**config.mk**
```make
export PLATFORM = sky130hd
export DESIGN_NAME = swseq_stable_filter
export DESIGN_NICKNAME = d
export VERILOG_FILES = /design/src/rtl/swseq_pkg.sv /design/src/rtl/swseq_stable_filter.sv
export SDC_FILE = /design/constraint.sdc
export NUM_CORES = 1
export LEC_CHECK = 0
export ABC_CLOCK_PERIOD_IN_PS = 1700
export BUFFER_PORTS_ARGS = -buffer_cell sky130_fd_sc_hd__buf_2
export CAP_MARGIN = 20
export CELL_PAD_IN_SITES_DETAIL_PLACEMENT = 0
export CELL_PAD_IN_SITES_GLOBAL_PLACEMENT = 1
export CORE_MARGIN = 10
export CORE_UTILIZATION = 28
export CTS_CLUSTER_SIZE = 10
export DETAILED_ROUTE_END_ITERATION = 7
export PLACE_DENSITY = 0.69
export SLEW_MARGIN = 20
export SYNTH_ARGS = -nofsm -noshare
export SYNTH_HDL_FRONTEND = slang
export SYNTH_SLANG_ARGS = --single-unit
export TNS_END_PERCENT = 30
```
**constraint.sdc**
```tcl
create_clock -name i_clk -period 1.7 [get_ports i_clk]
set_input_delay 0.085 -clock i_clk [delete_from_list [all_inputs] [get_ports i_clk]]
set_output_delay 0.085 -clock i_clk [all_outputs]
set_load 0.02 [all_outputs]
```
**src/rtl/swseq_pkg.sv**
```systemverilog
// Shared types and constants for the switch sequence checker: FSM states,
// 4-bit pattern encoding {invalid, sw3, sw2, sw1} and 7-segment glyphs.
package swseq_pkg;

   typedef enum logic [1:0] {StIdle, StTrack, StError} state_e;

   localparam logic [3:0] PAT_S0      = 4'b0000;
   localparam logic [3:0] PAT_S1      = 4'b0100;
   localparam logic [3:0] PAT_S2      = 4'b0110;
   localparam logic [3:0] PAT_S3      = 4'b0111;
   localparam logic [3:0] PAT_S4      = 4'b0011;
   localparam logic [3:0] PAT_S5      = 4'b0001;
   localparam logic [3:0] PAT_INVALID = 4'b1000;
   // Never produced by decode, so nothing can match it.
   localparam logic [3:0] PAT_NONE    = 4'b1111;

   localparam logic [31:0] CODE_ILLEGAL = 32'd4;

   localparam logic [6:0] SEG_BLANK = 7'h7F;
   localparam logic [6:0] SEG_E     = 7'h06;

   function automatic logic [3:0] seq_pat(input logic [2:0] idx);
      case (idx)
         3'd0:    return PAT_S0;
         3'd1:    return PAT_S1;
         3'd2:    return PAT_S2;
         3'd3:    return PAT_S3;
         3'd4:    return PAT_S4;
         3'd5:    return PAT_S5;
         default: return PAT_NONE;
      endcase
   endfunction

   function automatic logic [3:0] decode(input logic [31:0] n3, input logic [31:0] n2,
                                         input logic [31:0] n1);
      logic w_ok;
      w_ok = (n3 == 32'd3 || n3 == 32'd0) && (n2 == 32'd2 || n2 == 32'd0) &&
             (n1 == 32'd1 || n1 == 32'd0);
      if (!w_ok) return PAT_INVALID;
      return {1'b0, n3 == 32'd3, n2 == 32'd2, n1 == 32'd1};
   endfunction

   // Active-low gfedcba hex glyphs.
   function automatic logic [6:0] seg_hex(input logic [3:0] v);
      case (v)
         4'h0:    return 7'h40;
         4'h1:    return 7'h79;
         4'h2:    return 7'h24;
         4'h3:    return 7'h30;
         4'h4:    return 7'h19;
         4'h5:    return 7'h12;
         4'h6:    return 7'h02;
         4'h7:    return 7'h78;
         4'h8:    return 7'h00;
         4'h9:    return 7'h10;
         4'hA:    return 7'h08;
         4'hB:    return 7'h03;
         4'hC:    return 7'h46;
         4'hD:    return 7'h21;
         4'hE:    return 7'h06;
         default: return 7'h0E;
      endcase
   endfunction

endpackage

```
**src/rtl/swseq_stable_filter.sv**
```systemverilog
// Registers the decoded pattern, counts consecutive equal samples and strobes
// once when a pattern different from the last accepted one has held STABLE_CYCLES.
module swseq_stable_filter
   import swseq_pkg::*;
#(
   parameter int unsigned STABLE_CYCLES = 4
) (
   input  logic       i_clk,
   input  logic       i_rst_n,
   input  logic [3:0] i_pat,
   output logic       o_acc,
   output logic [3:0] o_acc_pat
);

   localparam int unsigned CNT_W = $clog2(STABLE_CYCLES + 1);
   localparam logic [CNT_W-1:0] CNT_MAX = CNT_W'(STABLE_CYCLES);

   logic [3:0]       r_pat;
   logic [CNT_W-1:0] r_cnt;
   logic             r_acc;
   logic [3:0]       r_acc_pat;
   logic             r_acc_vld;

   logic [CNT_W-1:0] w_cnt;
   logic             w_acc;

   // r_cnt == 0 after reset, so the first sample always starts a fresh run.
   always_comb begin
      w_cnt = CNT_W'(1);
      if (i_pat == r_pat) begin
         w_cnt = (r_cnt == CNT_MAX) ? CNT_MAX : r_cnt + CNT_W'(1);
      end
      w_acc = (w_cnt == CNT_MAX) && (!r_acc_vld || i_pat != r_acc_pat);
   end

   always_ff @(posedge i_clk) begin
      if (!i_rst_n) begin
         r_pat     <= PAT_S0;
         r_cnt     <= '0;
         r_acc     <= 1'b0;
         r_acc_pat <= PAT_S0;
         r_acc_vld <= 1'b0;
      end else begin
         r_pat <= i_pat;
         r_cnt <= w_cnt;
         r_acc <= w_acc;
         if (w_acc) begin
            r_acc_pat <= i_pat;
            r_acc_vld <= 1'b1;
         end
      end
   end

   assign o_acc     = r_acc;
   assign o_acc_pat = r_acc_pat;

endmodule

```
# Word level (Yosys, flattened, before mapping)
# Cells that the tools add are included.
# word_totals
in_bits	6
out_inout_bits	5
regBits	13
word_cells	15
# classes
reduce_logical	3
eq_ne	4
muxes	2
addsub	1
# ops
cell	count
3-bit equality test (second input constant)	2
3-bit two-way mux	2
4-bit equality test	1
4-bit inequality test	1
3-bit by 1-bit adder with 3-bit output (second input constant)	1
1-bit logical AND	1
1-bit logical NOT	1
1-bit logical OR	1

# Longest topological paths before layout
# Gate-level depths: netlist (run 1).
# depth
ltp_word	5
depth_mapped	7
mapped_depth_nobuf	7

# Worst setup path before layout (run 1)
# No wires, ideal clock.
# synth_timing
kind	flip-flop to flip-flop
from	register r_cnt[0]
to	register r_acc_pat[1], in the netlist o_acc_pat[1]
synth_period_minus_slack_ps	1696
setup_time_ps	72
path_buffers	0
path_stages_with_launch	7
required_ps	1628
arrival_ps	1625
slack_ps	4
cell_sequence	dfxtp_1 -> inv_1 -> ha_1 -> nor4_2 -> nand2_4 -> a31oi_4 -> mux2i_1
# synth_via
elab_chain_len	5
elab_cells_between_ends	6
cone_classes	add/sub (1); eq/ne (2); mux (2); reduce/logical (1)
# synth_lines
element	line	text
start, declared	swseq_stable_filter.sv:19	logic [CNT_W-1:0] r_cnt;
start signal, assigned	swseq_stable_filter.sv:45	r_cnt <= w_cnt;
3-bit by 1-bit adder with 3-bit output / 3-bit equality test (equally long branches)	swseq_stable_filter.sv:31	w_cnt = (r_cnt == CNT_MAX) ? CNT_MAX : r_cnt + CNT_W'(1);
3-bit two-way mux (*)	swseq_stable_filter.sv:31	
3-bit two-way mux (*)	swseq_stable_filter.sv:30	if (i_pat == r_pat) begin
3-bit equality test (*)	swseq_stable_filter.sv:33	w_acc = (w_cnt == CNT_MAX) && (!r_acc_vld || i_pat != r_acc_pat);
1-bit logical AND (*)	swseq_stable_filter.sv:33	
end signal, assigned	swseq_stable_filter.sv:48	r_acc_pat <= i_pat;
end, declared	swseq_stable_filter.sv:21	logic [3:0] r_acc_pat;
# Mark *: on every way between the ends. The rest lies on a longest branch, timed or not.
# A chain may end at the register's enable or synchronous reset.

# Worst setup path in the final report (run 1)
# Same ends and word-level chain as after synthesis.

==> results of run 1 <==
## power by group through the flow
| stage | clock (mW) | sequential (mW) | combinational, mW |
|---|---|---|---|
| 4_1_cts | 0.194 | 0.315 | 0.0541 |
| 3_5_place_dp | 0 | 0.322 | 0.0539 |
| 2_1_floorplan | 0 | 0.321 | 0.0350 |
| 5_1_grt | 0.206 | 0.316 | 0.0626 |
| 3_3_place_gp | 0 | 0.322 | 0.0537 |
| 6_report | 0.185 | 0.315 | 0.0549 |
## kinds of logic after synthesis
kind of cell               Yosys count  synth area share [%]
DFF                                 13                  44.0
xor gates and xnor gates             8                  11.8
muxes                                1                  1.69
AOI/OAI and AO/OA                    6                  9.09
adders and majority gates            2                  4.23
and+or+nand+nor                     24                  26.6
buffers and inverters                4                  2.54
## path summary, 6_finish.rpt
kind	to	startpoint
worst max-delay path	o_acc_pat[1]	r_cnt[0]
worst min-delay path	r_pat[1]	i_pat[1]
worst max register to register	o_acc_pat[1]	r_cnt[0]
worst min register to register	o_acc_pat[3]	o_acc_pat[3]
## sequential cells by signal (all words and copies together) (netlist names)
name       count
r_cnt          3
o_acc          1
r_pat          4
r_acc_vld      1
o_acc_pat      4
## repair_timing
action | CTS | global route
setup endpoints to repair | 0 | 4
setup buffers | 0 | 0
resized for setup | 0 | 5
## critical path, stage by stage, from the launching register on
cell,delay [ns]
dfxtp_2,0.34
inv_1,0.04
ha_1,0.32
nor4_4,0.35
nand2_4,0.09
a31oi_4,0.16
mux2i_1,0.19
## Yosys cell counts, drive strengths merged
library cell | count | area [sq um]
dfxtp | 13 | 260
nor2b | 1 | 6.26
and3 | 1 | 7.51
and2 | 5 | 32.5
nand2b | 1 | 6.26
nor4 | 2 | 33.8
and3b | 1 | 8.76
xor2 | 7 | 61.3
clkbuf | 1 | 3.75
a31oi | 1 | 21.3
ha | 2 | 25.0
nor3 | 2 | 10.0
nor2 | 1 | 3.75
a21boi | 3 | 22.5
a21oi | 2 | 10.0
xnor2 | 1 | 8.76
nand3 | 3 | 15.0
nand2 | 7 | 33.8
inv | 3 | 11.3
mux2i | 1 | 10.0
## per-stage QoR
stage | instance area, sq um | cells | utilization, % | power, mW
finish | 731 | 101 | 36.9 | 0.555
global route | 731 | 101 | 36.9 | 0.585
CTS | 721 | 101 | 36.4 | 0.563
detailed placement | 694 | 97 | 35.0 | 0.376
global placement | 694 | 97 | 35.0 | 0.375
floorplan | 592 | 58 | - | 0.356
## metal layers
metal / GRT usage (%) / vias up / wire (um)
met5: 0 / - / 0
li1: - / 223 / -
met1: 5.34 / 204 / 498
met4: 2.36 / 0 / 23
met3: 3.73 / 2 / 73
met2: 10.3 / 10 / 506
## area by class of cell
class / instances / area (sq um)
Timing Repair Buffer: 13 / 72.6
Inverter: 3 / 11.3
Tap cell: 27 / 33.8
Clock buffer: 4 / 26.3
Fill cell: 204 / 1250
Multi-Input combinational cell: 41 / 325
Sequential cell: 13 / 262
==> results_dict.tcl, run 1 <==
set metrics [dict create \
    p_int_uw 426 \
    holdCritPathClass "input pin to register" \
    worst_ir_drop_vdd_v 0.000423 \
    fp.dieH_um 66.0 \
    nets_in_the_synthesized_netlist 66 \
    dr_total_vias 439 \
    core.rowCount 16 \
    floorplan.core_area_sq_um 1980 \
    pre_cts_slack_ns 0.0650 \
    switching_share_pct 23.3 \
    cts-buffers-inserted 3 \
    global_route_wire_length_before_repair_um 1950 \
    antenna_found_initial 0 \
    max-clock-path-buffers 2 \
    setup-tns-final_ns 0 \
    drt_wl_total_um 1100 \
    die_area_sq_um 4350 \
    dr_wl_cell_um 10.9 \
    timing.clock.skew_ns 0.00228 \
    fin_crit_sh_pct 91.9 \
    sequential_to_total_area_share_from_yosys_stat_pct 44.0 \
    detail_route.vias_per_cell 4.35 \
    largest_net_degree_at_the_start_of_global_routing 14 \
    cts.reportedPaths.clkPinSlew_ns 0.08 \
    timing.final.max_slew_violations 0 \
    finalHoldViolations 0 \
    drt_first_pass_iters 2 \
    worst_ep_required_time_ns 1.90 \
    ys.warnings.count 0 \
    hold-worst-slack_ns 0.0680 \
    grt_setup_unrepaired "no" \
    global_route.overflow_total 0 \
    boundaryPins 11 \
    avgSynthCellArea_sq_um 10.2 \
    setup_violations 0 \
    max_cap_violations 0 \
    via_count_of_the_first_global_routing_pass 454 \
    gr-usage-all-layers_pct 5.87 \
    p_per_area_nw_per_um2 759 \
    critPathLaunchType "register" \
    layout.cells.most_common_list "dfxtp_1 (12), buf_2 (10), xor2_1 (7), nand2_1 (6), and2_1 (4)" \
    ant_nets 0 \
    timing_worst_slew_pin_value_ns 0.333 \
    routability_driven_placement_congestion_ratio 0.722 \
    headroom_to_the_max_slew_limit_pct 77.6 \
    detailedPlacementHpwl_um 843 \
    setup_slack_ns 0.137 \
    cts_tree "done" \
    cp-end-kind "register" \
    r2r_setup_slack_ns 0.14 \
    cts_hold_buffers 0 \
    fmaxAchievable_ghz 0.640 \
    final_common_cell "dfxtp_1" \
    cts-htree-levels 1 \
    holdPathStages 3 \
    drt_first_iter_violations 5 \
    status "finished clean" \
    post_route_drc 0 \
    io_buffers 10 \
    crit_type "register to register" \
    fin_nets 83 \
    cp_max_fo 3 \
    cell_area_after_synthesis_sq_um 592 \
    cts.sinks 13 \
    net-switching-power_uw 129 \
    post_synth_inst_count 58 \
    area_growth_syn_to_layout_pct 23.5 \
    min_period_ns 1.56 \
    drive_gt1_share_pct 31.1 \
    critical_path_arrival_ns 1.77 \
    ys_ff_latch 13 \
    power.share.sequential_pct 56.8 \
    clockPowerShare_pct 33.3 \
    ctsRootBufferMaster "clkbuf_4" \
    clk-insertion-delay-late_ns 0.27 \
    netlist-cell-type-count 23 \
    die_width_um 66.0 \
    n_antenna_cell 0 \
    share_comb_of_total_power_pct 9.9 \
    worst-r2r-cell-count 6 \
    starting_density_pct 29.9 \
    p_leak_nw 0.324 \
]
Note: power is estimated with default switching activity, not from simulation.
==> run 2: changes to the inputs <==
- CORE_UTILIZATION: 28 -> 35
- PLACE_DENSITY: 0.69 -> 0.81
==> results_dict.tcl, run 2 (synthesis results as in run 1) <==
set metrics [dict create \
    status "finished clean" \
    boundaryPins 11 \
    final_common_cell "dfxtp_1" \
    core.rowCount 14 \
    cp_max_fo 3 \
    holdCritPathClass "input pin to register" \
    fp.dieH_um 61.1 \
    p_per_area_nw_per_um2 769 \
    switching_share_pct 22.9 \
    timing.final.max_slew_violations 0 \
    setup-tns-final_ns 0 \
    setup_violations 0 \
    layout.cells.most_common_list "dfxtp_1 (12), buf_2 (10), xor2_1 (7), nand2_1 (6), and2_1 (4)" \
    drt_first_pass_iters 3 \
    detail_route.vias_per_cell 4.78 \
    drt_wl_total_um 1070 \
    cts_hold_buffers 0 \
    dr_total_vias 430 \
    die_width_um 61.1 \
    timing.critical_path.cells "inv_1 -> ha_1 -> nor4_4 -> nand2_4 -> a31oi_4 -> mux2i_1" \
    fmaxAchievable_ghz 0.631 \
    antenna_found_initial 0 \
    global_route.overflow_total 0 \
    placedInstanceArea_sq_um 681 \
    floorplan.core_area_sq_um 1560 \
    cts-htree-levels 1 \
    max_cap_violations 0 \
    gr-usage-all-layers_pct 6.19 \
    pre_cts_slack_ns 0.0528 \
    total_power_uw 552 \
    ctsRootBufferMaster "clkbuf_4" \
    headroom_to_the_max_slew_limit_pct 78.8 \
    cp-end-kind "register" \
    drive_gt1_share_pct 31.1 \
    area_growth_syn_to_layout_pct 21.1 \
    timing_worst_slew_pin_value_ns 0.316 \
    via_count_of_the_first_global_routing_pass 403 \
    crit_path_max_incr_delay_ns 0.37 \
    critical_path_arrival_ns 1.79 \
    final_core_utilization_pct 46.0 \
    cts.reportedPaths.clkPinSlew_ns 0.07 \
    largest_net_degree_at_the_start_of_global_routing 14 \
    io_buffers 10 \
    max-clock-path-buffers 2 \
    net-switching-power_uw 126 \
    final_design_area_no_fill_sq_um 717 \
    post_cts_setup_buffers 0 \
    critPathLaunchType "register" \
    min_period_ns 1.59 \
    drt_first_iter_violations 6 \
    share_comb_of_total_power_pct 9.9 \
    crit_path_top_delay_cell "nor4_4" \
    global_route_wire_length_before_repair_um 1730 \
    dr_wl_cell_um 11.8 \
    die_area_sq_um 3740 \
    worst_ir_drop_vdd_v 0.000490 \
    worst_path_dominant_cell_family "simple AND/OR/NAND/NOR gates" \
    setup_slack_ns 0.114 \
    crit_type "register to register" \
    post_route_drc 0 \
    fin_crit_sh_pct 93.3 \
    n_antenna_cell 0 \
    starting_density_pct 38.0 \
    cts-buffers-inserted 3 \
    p_int_uw 426 \
    timing.clock.skew_ns 0.00143 \
    cts.sinks 13 \
    fin_nets 83 \
    finalHoldViolations 0 \
    p_leak_nw 0.323 \
    routability_driven_placement_congestion_ratio 0.697 \
    cts_tree "done" \
    clk-insertion-delay-late_ns 0.27 \
    power.share.sequential_pct 57.2 \
    ant_nets 0 \
    worst_ep_required_time_ns 1.90 \
    clockPowerShare_pct 32.9 \
    critical_path_buf_inv_count 1 \
]
## run 2: cell counts in the layout (fill, tap and decap cells not counted)
Identical to the previous run, type by type.
## run 2: per-stage QoR
stage | instances | hold slack [ns]
CTS | 90 | 0.0643
floorplan | 58 | 0.196
detailed placement | 86 | 0.345
global placement | 86 | 0.347
global route | 90 | 0.0743
finish | 90 | 0.0650
## run 2: worst min-delay path, stage by stage
cell	delay, ns
buf_2	0.11
nand2_1	0.06
inv_1	0.05
## run 2: repair_timing
item / in CTS / in global routing
hold endpoints to repair: 0 / 0
setup endpoints to repair: 0 / 6
resized for setup: 0 / 4
## run 2: layout make-up
class / instances / area (sq um)
Fill cell: 161 / 842
Multi-Input combinational cell: 41 / 325
Sequential cell: 13 / 262
Timing Repair Buffer: 13 / 72.6
Clock buffer: 4 / 26.3
Tap cell: 16 / 20.0
Inverter: 3 / 11.3
## run 2: power groups by stage
stage               logic (mW)  clock network (mW)  registers, mW
floorplan               0.0350                   0          0.321
global placement        0.0534                   0          0.322
detailed placement      0.0532                   0          0.322
CTS                     0.0536               0.189          0.315
global route            0.0608               0.206          0.316
finish                  0.0549               0.181          0.315
## run 2: final timing paths
check / from / end / slack, ns / depth (start not counted)
worst min register to register: o_acc_pat[1] / o_acc_pat[1] / 0.49 / 2
worst min-delay path: i_pat[1] / r_pat[1] / 0.06 / 3
worst max-delay path: r_cnt[0] / o_acc_pat[1] / 0.11 / 6
worst max register to register: r_cnt[0] / o_acc_pat[1] / 0.11 / 6
## run 2: layer usage
metal	vias to the layer above	part of all wire [%]	track usage, %
met5	-	0	0
met4	0	2.3	2.93
met3	2	6.4	2.67
met2	10	44	9.32
met1	195	47	7.39
li1	223	-	-
==> run 3: changes to the inputs <==
- BUFFER_PORTS_ARGS: -buffer_cell sky130_fd_sc_hd__buf_2 -> default
- CORE_UTILIZATION: 35 -> 39
- DONT_BUFFER_PORTS: default -> 1
- PLACE_DENSITY: 0.81 -> 0.79
==> results_dict.tcl, run 3 (synthesis results as in run 1) <==
set metrics [dict create \
    routability_driven_placement_congestion_ratio 0.710 \
    ctsRootBufferMaster "clkbuf_4" \
    hold-worst-slack_ns 0.205 \
    boundaryPins 11 \
    area_growth_syn_to_layout_pct 29.6 \
    max_cap_violations 0 \
    cts-htree-levels 1 \
    drt_first_iter_violations 8 \
    dr_wl_cell_um 13.4 \
    worst_ir_drop_vdd_v 0.000485 \
    floorplan.core_area_sq_um 1370 \
    fin_nets 82 \
    worst_ep_required_time_ns 1.90 \
    clk-insertion-delay-late_ns 0.27 \
    via_count_of_the_first_global_routing_pass 500 \
    drt_first_pass_iters 3 \
    n_antenna_cell 0 \
    fin_crit_sh_pct 93.9 \
    core.rowCount 13 \
    drive_gt1_share_pct 31.5 \
    cts.reportedPaths.clkPinSlew_ns 0.08 \
    status "finished clean" \
    p_per_area_nw_per_um2 729 \
    min_period_ns 1.60 \
    global_route_wire_length_before_repair_um 2130 \
    number_of_placed_instances_taps_included 78 \
    gr-usage-all-layers_pct 7.80 \
    setup_violations 0 \
    io_buffers 0 \
    layoutNonFillerInstCount 88 \
    max-clock-path-buffers 2 \
    post_cts_setup_buffers 0 \
    placedInstanceArea_sq_um 652 \
    p_leak_nw 0.318 \
    r2r_setup_slack_ns 0.10 \
    layout.cells.most_common_list "dfxtp_1 (11), xor2_1 (7), nand2_1 (6), dlygate4sd3_1 (6), buf_4 (6)" \
    detailedPlacementHpwl_um 804 \
    critical_path_arrival_ns 1.80 \
    die_width_um 59.0 \
    largest_net_degree_at_the_start_of_global_routing 13 \
    post_route_drc 0 \
    die_area_sq_um 3480 \
    final_design_area_no_fill_sq_um 767 \
    starting_density_pct 43.3 \
    dr_total_vias 436 \
    finalHoldViolations 0 \
    timing.clock.skew_ns 0.00892 \
    grt_setup_unrepaired "no" \
    critPathLaunchType "register" \
    fp.dieH_um 59.0 \
    crit_path_top_delay_cell "nor4_4" \
    global_route.overflow_total 0 \
    cts.sinks 13 \
    final_common_cell "dfxtp_1" \
    timing.final.max_slew_violations 0 \
    headroom_to_the_max_slew_limit_pct 73.8 \
    cp_max_fo 2 \
    cts_tree "done" \
    crit_path_max_incr_delay_ns 0.34 \
    timing.critical_path.cells "inv_2 -> ha_4 -> and3b_2 -> nor4_4 -> nand2_4 -> a31oi_4 -> mux2i_1" \
    cp-end-kind "register" \
    detail_route.vias_per_cell 4.95 \
    ant_nets 0 \
    holdCritPathClass "input pin to register" \
    timing_worst_slew_pin_value_ns 0.392 \
    cts-buffers-inserted 3 \
    antenna_found_initial 0 \
    crit_type "register to register" \
    drt_wl_total_um 1180 \
    fmaxAchievable_ghz 0.627 \
    total_power_uw 560 \
    setup-tns-final_ns 0 \
]
[run 3: cell count changes in the layout (fill, tap and decap cells not counted), sizes merged]
cell / before / now
clkinv: 0 / 1
dlygate4sd3: 0 / 6
clkbuf: 4 / 3
buf: 13 / 6
[run 3: metrics by stage]
stage | util [%] | setup WS (ns)
4_1_cts | 54.1 | 0.0270
6_report | 56.1 | 0.104
5_1_grt | 56.1 | 0.00497
3_3_place_gp | 47.7 | 0.0984
3_5_place_dp | 47.7 | 0.0616
2_1_floorplan | - | 0.00367
[run 3: what timing repair did]
item / CTS / global route
setup endpoints to repair: 0 / 5
gates resized for setup: 0 / 9
hold buffers: 6 / 0
hold endpoints to repair: 13 / 0
[run 3: layout make-up]
class                   instances  area, sq um
flip-flops and latches         13          263
inverters                       3         11.3
clock inverters                 1         5.00
well taps                      15         18.8
multi-input cells              41          342
fillers                       137          599
clock buffers                   3         22.5
repair buffers                 12          105
[run 3: critical path: cells and delay by family (launching register included)]
family / cells / cell delay, ns
buffers and inverters: 1 / 0.07
adder cells (fa/ha/maj): 1 / 0.12
flip-flops: 1 / 0.33
AND/OR/NAND/NOR: 3 / 0.64
multiplexers: 1 / 0.19
AO/OA/AOI/OAI: 1 / 0.16
[run 3: power by group]
part / switching, mW / total, mW / internal (mW)
clock network: 0.0962 / 0.183 / 0.0871
logic: 0.0295 / 0.0605 / 0.0309
registers: 0.00397 / 0.316 / 0.312
total: 0.130 / 0.560 / 0.430
[run 3: routing by layer]
layer  GRT usage (%)  vias up  share of wire [%]
met1            8.28      199                 43
met5               0        -                  0
met4            1.97        0               0.85
met2            11.7       11                 45
met3            6.22        2                 12
li1                -      224                  -
[run 3: worst paths after layout]
path,start,endpoint,depth (start not counted)
max,r_cnt[1],o_acc_pat[1],7
min,i_pat[3],o_acc_pat[1],3
max reg2reg,r_cnt[1],o_acc_pat[1],7
min reg2reg,r_acc_vld,r_acc_vld,2
